## config.mk

```make
export PLATFORM = sky130hd
export DESIGN_NAME = line_window_3x3
export DESIGN_NICKNAME = d
export VERILOG_FILES = /design/src/rtl/line_window_3x3.sv
export SDC_FILE = /design/constraint.sdc
export NUM_CORES = 1
export LEC_CHECK = 0
export CAP_MARGIN = 20
export CORE_ASPECT_RATIO = 1.75
export CORE_MARGIN = 4
export CORE_UTILIZATION = 50
export DETAILED_ROUTE_END_ITERATION = 7
export PLACE_DENSITY = 0.87
export SLEW_MARGIN = 40
export SYNTH_ARGS = -nofsm -noshare
export SYNTH_HDL_FRONTEND = slang
export SYNTH_SLANG_ARGS = --single-unit
```

## constraint.sdc

```tcl
create_clock -name clk -period 2.7 [get_ports clk]
set_input_delay 0.27 -clock clk [delete_from_list [all_inputs] [get_ports clk]]
set_output_delay 0.27 -clock clk [all_outputs]
set_load 0.1 [all_outputs]
```

## src/rtl/line_window_3x3.sv

```systemverilog
// line_window_3x3 -- 3x3 sliding-window generator over a raster pixel stream.
// Two line buffers hold the previous two rows. A 3x3 window register shifts one
// column per accepted pixel. A window is only presented once it is fully inside
// the frame (row >= 2, col >= 2), so no padding is needed and no window wraps
// across a row edge. There is a single output slot with valid/ready handshaking.
// Optional feature macro: LW_FRAME_DONE_EN adds a one-cycle frame_done pulse,
// coincident with the last window of each frame.
module line_window_3x3 #(
  parameter int IMG_W = 8,
  parameter int IMG_H = 8
) (
  input  logic        clk,
  input  logic        rst,
  input  logic        in_valid,
  output logic        in_ready,
  input  logic [7:0]  in_pixel,
  output logic        out_valid,
  input  logic        out_ready,
  output logic [71:0] out_window
`ifdef LW_FRAME_DONE_EN
  ,
  output logic        frame_done
`endif
);

  localparam int CW = $clog2(IMG_W);
  localparam int RW = $clog2(IMG_H);
  localparam logic [CW-1:0] COL_LAST = CW'(IMG_W - 1);
  localparam logic [RW-1:0] ROW_LAST = RW'(IMG_H - 1);
  localparam logic [CW-1:0] COL_TWO  = CW'(2);
  localparam logic [RW-1:0] ROW_TWO  = RW'(2);

  // Position of the next pixel to be accepted.
  logic [CW-1:0] col_r;
  logic [RW-1:0] row_r;

  // lb0 holds row-1 and lb1 holds row-2, both indexed by column.
  logic [7:0]    lb0_r [IMG_W];
  logic [7:0]    lb1_r [IMG_W];

  logic [71:0]   win_r;
  logic          out_valid_r;

  logic          accept_s;
  logic          col_last_s;
  logic          row_last_s;
  logic          qualify_s;
  logic [7:0]    lb0_rd_s;
  logic [7:0]    lb1_rd_s;
  logic [71:0]   win_next_s;

  // A new pixel can enter whenever the output slot is empty or is being drained.
  assign in_ready   = !out_valid_r || out_ready;
  assign out_valid  = out_valid_r;
  assign out_window = win_r;

  // Handshake decode and window-position qualification for the current pixel.
  always_comb begin
    accept_s   = in_valid && in_ready;
    col_last_s = (col_r == COL_LAST);
    row_last_s = (row_r == ROW_LAST);
    qualify_s  = (row_r >= ROW_TWO) && (col_r >= COL_TWO);
    lb0_rd_s   = lb0_r[col_r];
    lb1_rd_s   = lb1_r[col_r];
  end

  // Next window: shift each row toward c=0 and load the new column from the
  // line buffers' pre-write contents plus the incoming pixel.
  always_comb begin
    win_next_s = win_r;
    for (int r = 0; r < 3; r++) begin
      win_next_s[(r*3+0)*8 +: 8] = win_r[(r*3+1)*8 +: 8];
      win_next_s[(r*3+1)*8 +: 8] = win_r[(r*3+2)*8 +: 8];
    end
    win_next_s[(0*3+2)*8 +: 8] = lb1_rd_s;
    win_next_s[(1*3+2)*8 +: 8] = lb0_rd_s;
    win_next_s[(2*3+2)*8 +: 8] = in_pixel;
  end

  // Raster position counters; wrap at row end and at frame end.
  always_ff @(posedge clk) begin
    if (rst) begin
      col_r <= '0;
      row_r <= '0;
    end else if (accept_s) begin
      if (col_last_s) begin
        col_r <= '0;
        if (row_last_s) begin
          row_r <= '0;
        end else begin
          row_r <= row_r + RW'(1);
        end
      end else begin
        col_r <= col_r + CW'(1);
      end
    end
  end

  // Line buffer update: the old row-1 value moves down to row-2 as the new pixel
  // lands in row-1. Contents are not reset; stale data is masked by qualification.
  always_ff @(posedge clk) begin
    if (accept_s) begin
      lb1_r[col_r] <= lb0_rd_s;
      lb0_r[col_r] <= in_pixel;
    end
  end

  // Window register and the single output slot's valid flag.
  always_ff @(posedge clk) begin
    if (rst) begin
      win_r       <= 72'd0;
      out_valid_r <= 1'b0;
    end else begin
      if (accept_s) begin
        win_r <= win_next_s;
      end
      if (accept_s && qualify_s) begin
        out_valid_r <= 1'b1;
      end else if (out_ready) begin
        out_valid_r <= 1'b0;
      end else begin
        out_valid_r <= out_valid_r;
      end
    end
  end

`ifdef LW_FRAME_DONE_EN
  logic frame_done_r;
  assign frame_done = frame_done_r;

  // One-cycle pulse after the last pixel of the frame is accepted.
  always_ff @(posedge clk) begin
    if (rst) begin
      frame_done_r <= 1'b0;
    end else begin
      frame_done_r <= accept_s && col_last_s && row_last_s;
    end
  end
`endif

endmodule

```

== Word-level counts from Yosys, hierarchy flattened ==
Memories as Yosys holds them, arrays and structs flattened. A register that Yosys moved wholly into a read port is not among the register bits.
Cells that the tools add are included.

* Flip-flop bits (word level): 79
* Bits in latches: 0
* RAM bits: 128
* ROM bits: 0
* Bits of input ports: 12
* Output and inout port bits: 74
* Word-level logic and storage cells: 27
* Memories: 2

* Add/subtract/negate cells: 2
* Multipliers: 0
* Divide/modulo/power cells: 0
* Order comparisons: 2
* Equality and inequality tests: 2
* Shifts and indexed selects: 0
* Muxes and demuxes: 8
* Bitwise logic cells: 0
* Reductions and logical operators: 7

{| class="wikitable"
|+ Memories
! name !! words !! bits a word !! read ports !! clocked after memory_dff !! write ports !! RTL line !! source
|-
| lb0_r || 8 || 8 || 1 || 1 || 1 || 38 || <nowiki>logic [7:0] lb0_r [IMG_W];</nowiki>
|-
| lb1_r || 8 || 8 || 1 || 1 || 1 || 39 || <nowiki>logic [7:0] lb1_r [IMG_W];</nowiki>
|}

{| class="wikitable"
|+ Operators by type and width
! cell !! count
|-
| $mux 3 || 4
|-
| $add 3x1->3 const B || 2
|-
| $eq 3x3->1 const B || 2
|-
| $ge 3x2->1 const B || 2
|-
| $mux 1 || 4
|-
| $logic_and 1x1->1 || 3
|-
| $reduce_and 2->1 || 1
|-
| $reduce_bool 2->1 || 1
|-
| $logic_not 1->1 || 1
|-
| $logic_or 1x1->1 || 1
|}

== Depth between registers and ports, before layout ==
* Depth after elaboration: 5
* Depth in mapped cells: 7
* Depth with buffers taken out: 5

== Worst setup path after synthesis ==
No wires, ideal clock.

* Path kind: register to register
* Start: register out_valid_r, in the netlist out_valid
* End: memory lb0_r[1][0] (enable)
* Library setup time: 0.409 ns
* Arrival time: 3.510 ns
* Setup slack: -1.219 ns
* Stages on the path, launching flop included: 7
* Buffers on the path: 2
* Cell sequence: dfxtp_1 nand2b_1 and2_1 buf_2 clkbuf_1 nand2_1 nor3_1

* Word-level cells in the longest chain between the ends: 5

{| class="wikitable"
|+ RTL lines
! element !! RTL line !! source
|-
| from (decl) || 42 || <nowiki>logic out_valid_r;</nowiki>
|-
| from (signal assigned) || 122 || <nowiki>out_valid_r <= out_valid_r;</nowiki>
|-
| $logic_not 1->1 || 53 || <nowiki>assign in_ready = !out_valid_r || out_ready;</nowiki>
|-
| $logic_or 1x1->1 || 53 ||
|-
| net in_ready || 15 || <nowiki>output logic in_ready,</nowiki>
|-
| $logic_and 1x1->1 || 59 || <nowiki>accept_s = in_valid && in_ready;</nowiki>
|-
| $mux 1 || 102 || <nowiki>if (accept_s) begin</nowiki>
|-
| $mux 1 (implied by the code) || 104 || <nowiki>lb0_r[col_r] <= in_pixel;</nowiki>
|-
| to (decl) || 38 ||
|}

The timed path passes the listed nets, and every way through them passes these cells.

==> results by group <==
Status
  • Outcome: completed

Synthesis
  • Netlist cell types: 36
  • Largest family of logic cells by synthesized area: simple AND/OR/NAND/NOR gates
  • Number of synthesized register bits: 210
  • Post-synthesis xor/xnor area fraction: 0
  • Main area contributors after synthesis: edfxtp_1 (49%), dfxtp_1 (21%), nand2_1 (5.8%)
  • Complex-gate fraction of the synthesized area: 0.0770
  • Post-Synth Adder-Cell Area: 0.00962
  • Mux contribution to synthesized area: 0.0901
  • Synth Warn #: 0
  • Register area share after synthesis: 0.703
  • Mean Syn Cell Area: between 10 and 15 µm²
  • Post-Syn Area: roughly 7800 µm²
  • Area share of and/or/nand/nor cells after synthesis: 0.0927
  • Post-Syn Nets: about 600
  • Synth top area share: 0.493
  • Post-Synthesis Cells: 581
  • Biggest area consumer among synthesized cells: edfxtp_1

Timing
  • RSZ-0062 raised after global routing: false
  • Clock skew: 0.00786 ns
  • Worst Tran Pin Value: between 0.7 and 0.8 ns
  • Final TNS setup: 0 ns
  • Tcrit/Tclk final: 0.746
  • Final slew viol count: 0
  • Slew margin rel.: 0.485
  • Final min period: 2.01 ns
  • Final Hold Viols: 0
  • Final setup fails: 0
  • Fmax: between 0.4 and 0.5 GHz

Floorplanning
  • Die ar.: about 18000 µm²
  • Starting Density: 0.509
  • Core area: approximately 15000 µm²
  • FP Rows: 60
  • Die height: about 170 µm
  • Chip width: 102 µm
  • IO Count: 86

Clock tree
  • Post-CTS Hold Buffers: 0
  • Total CTS buffers: 17
  • CTS Buffer Depth: 3
  • Worst-skew pair later-pin latency: 0.48 ns
  • Clock sinks: 210
  • Clk root buf: clkbuf_16
  • CTS tree: done
  • PostCTS Resize Cnt: 0
  • Setup bufs post-CTS: 0
  • H-tree Lvls: 1
  • Clock slew at reported path FFs: around 0.070 ns

Run
  • Max-cap check violation count: 0

Global routing
  • Number of global-route vias before repair: just under 5000
  • Global-route wire length before repair: between 20 and 30 mm
  • Grt ovf: 0
  • Largest net degree at the start of global routing: 57
  • Initial antenna violation count: 0
  • GRT Overall Usage: 0.191

Drt
  • Met2 WL: between 9 and 10 mm
  • WL met1: just under 6 mm
  • Routed met3 length: 946 µm
  • Post-route ant nets: 0
  • Detailed Route WL: 16.9 mm
  • Routed WL per cell: between 15 and 20 µm
  • Initial DRT Pass Iterations: 5
  • Initial DRC count: 265
  • DRC Markers: 0
  • Vias: 4881
  • Routed vias/inst: between 5 and 6
  • DR top layer: met4

Critical path
  • Cell family with most CP delay: compound AO/OA/AOI/OAI gates
  • Worst Path Buf+Inv: 1
  • Crit. End Element: flip-flop
  • Crit-path max FO: 27
  • CP max stage cell: dfxtp_1
  • Critical Path Start Type: flip-flop
  • Worst EP arrival: 2.36 ns
  • Crit path largest cell delay: about 0.56 ns
  • Critical path class: reg2reg
  • CP required: between 3 and 4 ns
  • Crit path cell chain: buf_4 -> mux2i_1 -> nor2_1 -> a2111oi_0 -> a211oi_1

Placement
  • Gp weighted congestion: ~0.82
  • Hpwl dp: 11.0 mm
  • Placed insts: 830
  • IO buf count: 85

Final layout
  • Final non-filler cell total: between 800 and 900
  • Final net count: slightly below 700
  • Antenna cells: 0
  • Post-synthesis to final-layout area growth: 18.7%
  • Share of layout cells above drive strength 1: 0.241
  • Fillers: approximately 1100

Worst hold path
  • Hold crit path type: in2reg

Pwr
  • Cell Pwr Density: roughly 750 nW/µm²
  • Max IR drop VDD: ~0.52 mV
  • Leak Pwr: around 0.0033 µW
[final cells by class]
class,instances,area (µm²),area share
clock buffers,18,450,0.0486
clock inverters,11,109,0.0117
inverters,4,15.0,0.00162
multi-input cells,326,2140,0.231
flip-flops and latches,210,5490,0.592
well taps,186,233,0.0251
repair buffers,104,828,0.0894
[worst register-to-register path, stage by stage, from the launching register on]
cell       delay (ns)
dfxtp_1          0.56
buf_4            0.43
mux2i_1          0.23
nor2_1           0.05
a2111oi_0        0.47
a211oi_1         0.14
[path summary, 6_finish.rpt]
kind | to | cells after the start | slack, ns | from
max reg2reg | out_window[16] | 5 | 0.69 | col_r[0]
min | out_window[38] | 2 | 0.21 | rst
max | out_window[16] | 5 | 0.69 | col_r[0]
min reg2reg | out_window[5] | 2 | 0.46 | out_window[5]
[power breakdown]
| group | internal, µW | leakage (µW) | total, µW | switching (µW) |
|---|---|---|---|---|
| combinational | 225 | 0.00117 | 859 | 634 |
| clock | 1410 | 0.000277 | 2480 | 1070 |
| sequential | 3530 | 0.00183 | 3600 | 75.3 |
| total | 5160 | 0.00328 | 6940 | 1780 |
[routing by layer]
metal | vias to the layer above | global-route usage
li1 | 2271 | -
met1 | 2358 | 0.212
met2 | 204 | 0.340
met3 | 48 | 0.0262
met4 | 0 | 0.107
met5 | - | 0
[cells in the final DEF, fill, tap and decap left out, types with 11 or more instances in the layout]
cell       synthesis  layout
mux2i_1           14      14
nand2_1          121     120
nor2_1            25      22
edfxtp_1         128     128
buf_4              2      91
a21oi_1           66      66
clkbuf_16          0      18
mux4_2            15      15
dfxtp_1           82      80
a221oi_1          11      11
[metrics by stage]
stage	power (µW)	cell area, µm²	hold WS [ns]	util	worst slack [ns]
after floorplan	4310	7840	0.369	-	0.171
after detailed placement	4530	8700	0.449	0.568	0.533
after global routing	7190	9270	0.228	0.605	0.586
after global placement	4500	8700	0.442	0.568	0.569
final	6940	9270	0.214	0.605	0.687
after CTS	7000	9260	0.199	0.605	0.590
[sequential cells by signal, summed over array words and instances, names as in the netlist, named ones only]
register / count
col_r: 3
lb0_r: 64
lb1_r: 64
out_valid: 1
out_window: 72
row_r: 3
[synth_stat cells]
| library cell | number |
|---|---|
| buf_2 | 12 |
| o311ai_1 | 1 |
| clkbuf_1 | 22 |
| mux4_2 | 15 |
| o221ai_1 | 3 |
| inv_1 | 4 |
| o221a_1 | 3 |
| buf_6 | 1 |
| nand2b_1 | 2 |
| buf_12 | 1 |
| mux2_2 | 6 |
| mux2_4 | 4 |
| a311oi_1 | 1 |
| and2_1 | 2 |
| buf_4 | 2 |
| a221oi_1 | 11 |
| or3_1 | 3 |
| mux4_1 | 2 |
| nand3_1 | 4 |
| dfxtp_1 | 82 |
| o211a_1 | 1 |
| mux2i_1 | 14 |
| nor3_1 | 13 |
| nor2_2 | 5 |
| and4_1 | 1 |
| a211oi_1 | 9 |
| ha_1 | 6 |
| nor2_1 | 25 |
| and3_1 | 1 |
| mux2_1 | 4 |
| a21oi_1 | 66 |
| nand2_1 | 121 |
| buf_1 | 3 |
| a2111oi_0 | 1 |
| o21ai_1 | 2 |
| edfxtp_1 | 128 |
[logic make-up (layout without fill, tap and decap cells)]
kind of cell,after synthesis,after routing
AO/OA/AOI/OAI,98,98
adder cells (fa/ha/maj),6,6
buffers and inverters,45,137
flip-flops,210,210
multiplexers,45,45
AND/OR/NAND/NOR,177,177
Power figures use the tool's default switching activity.
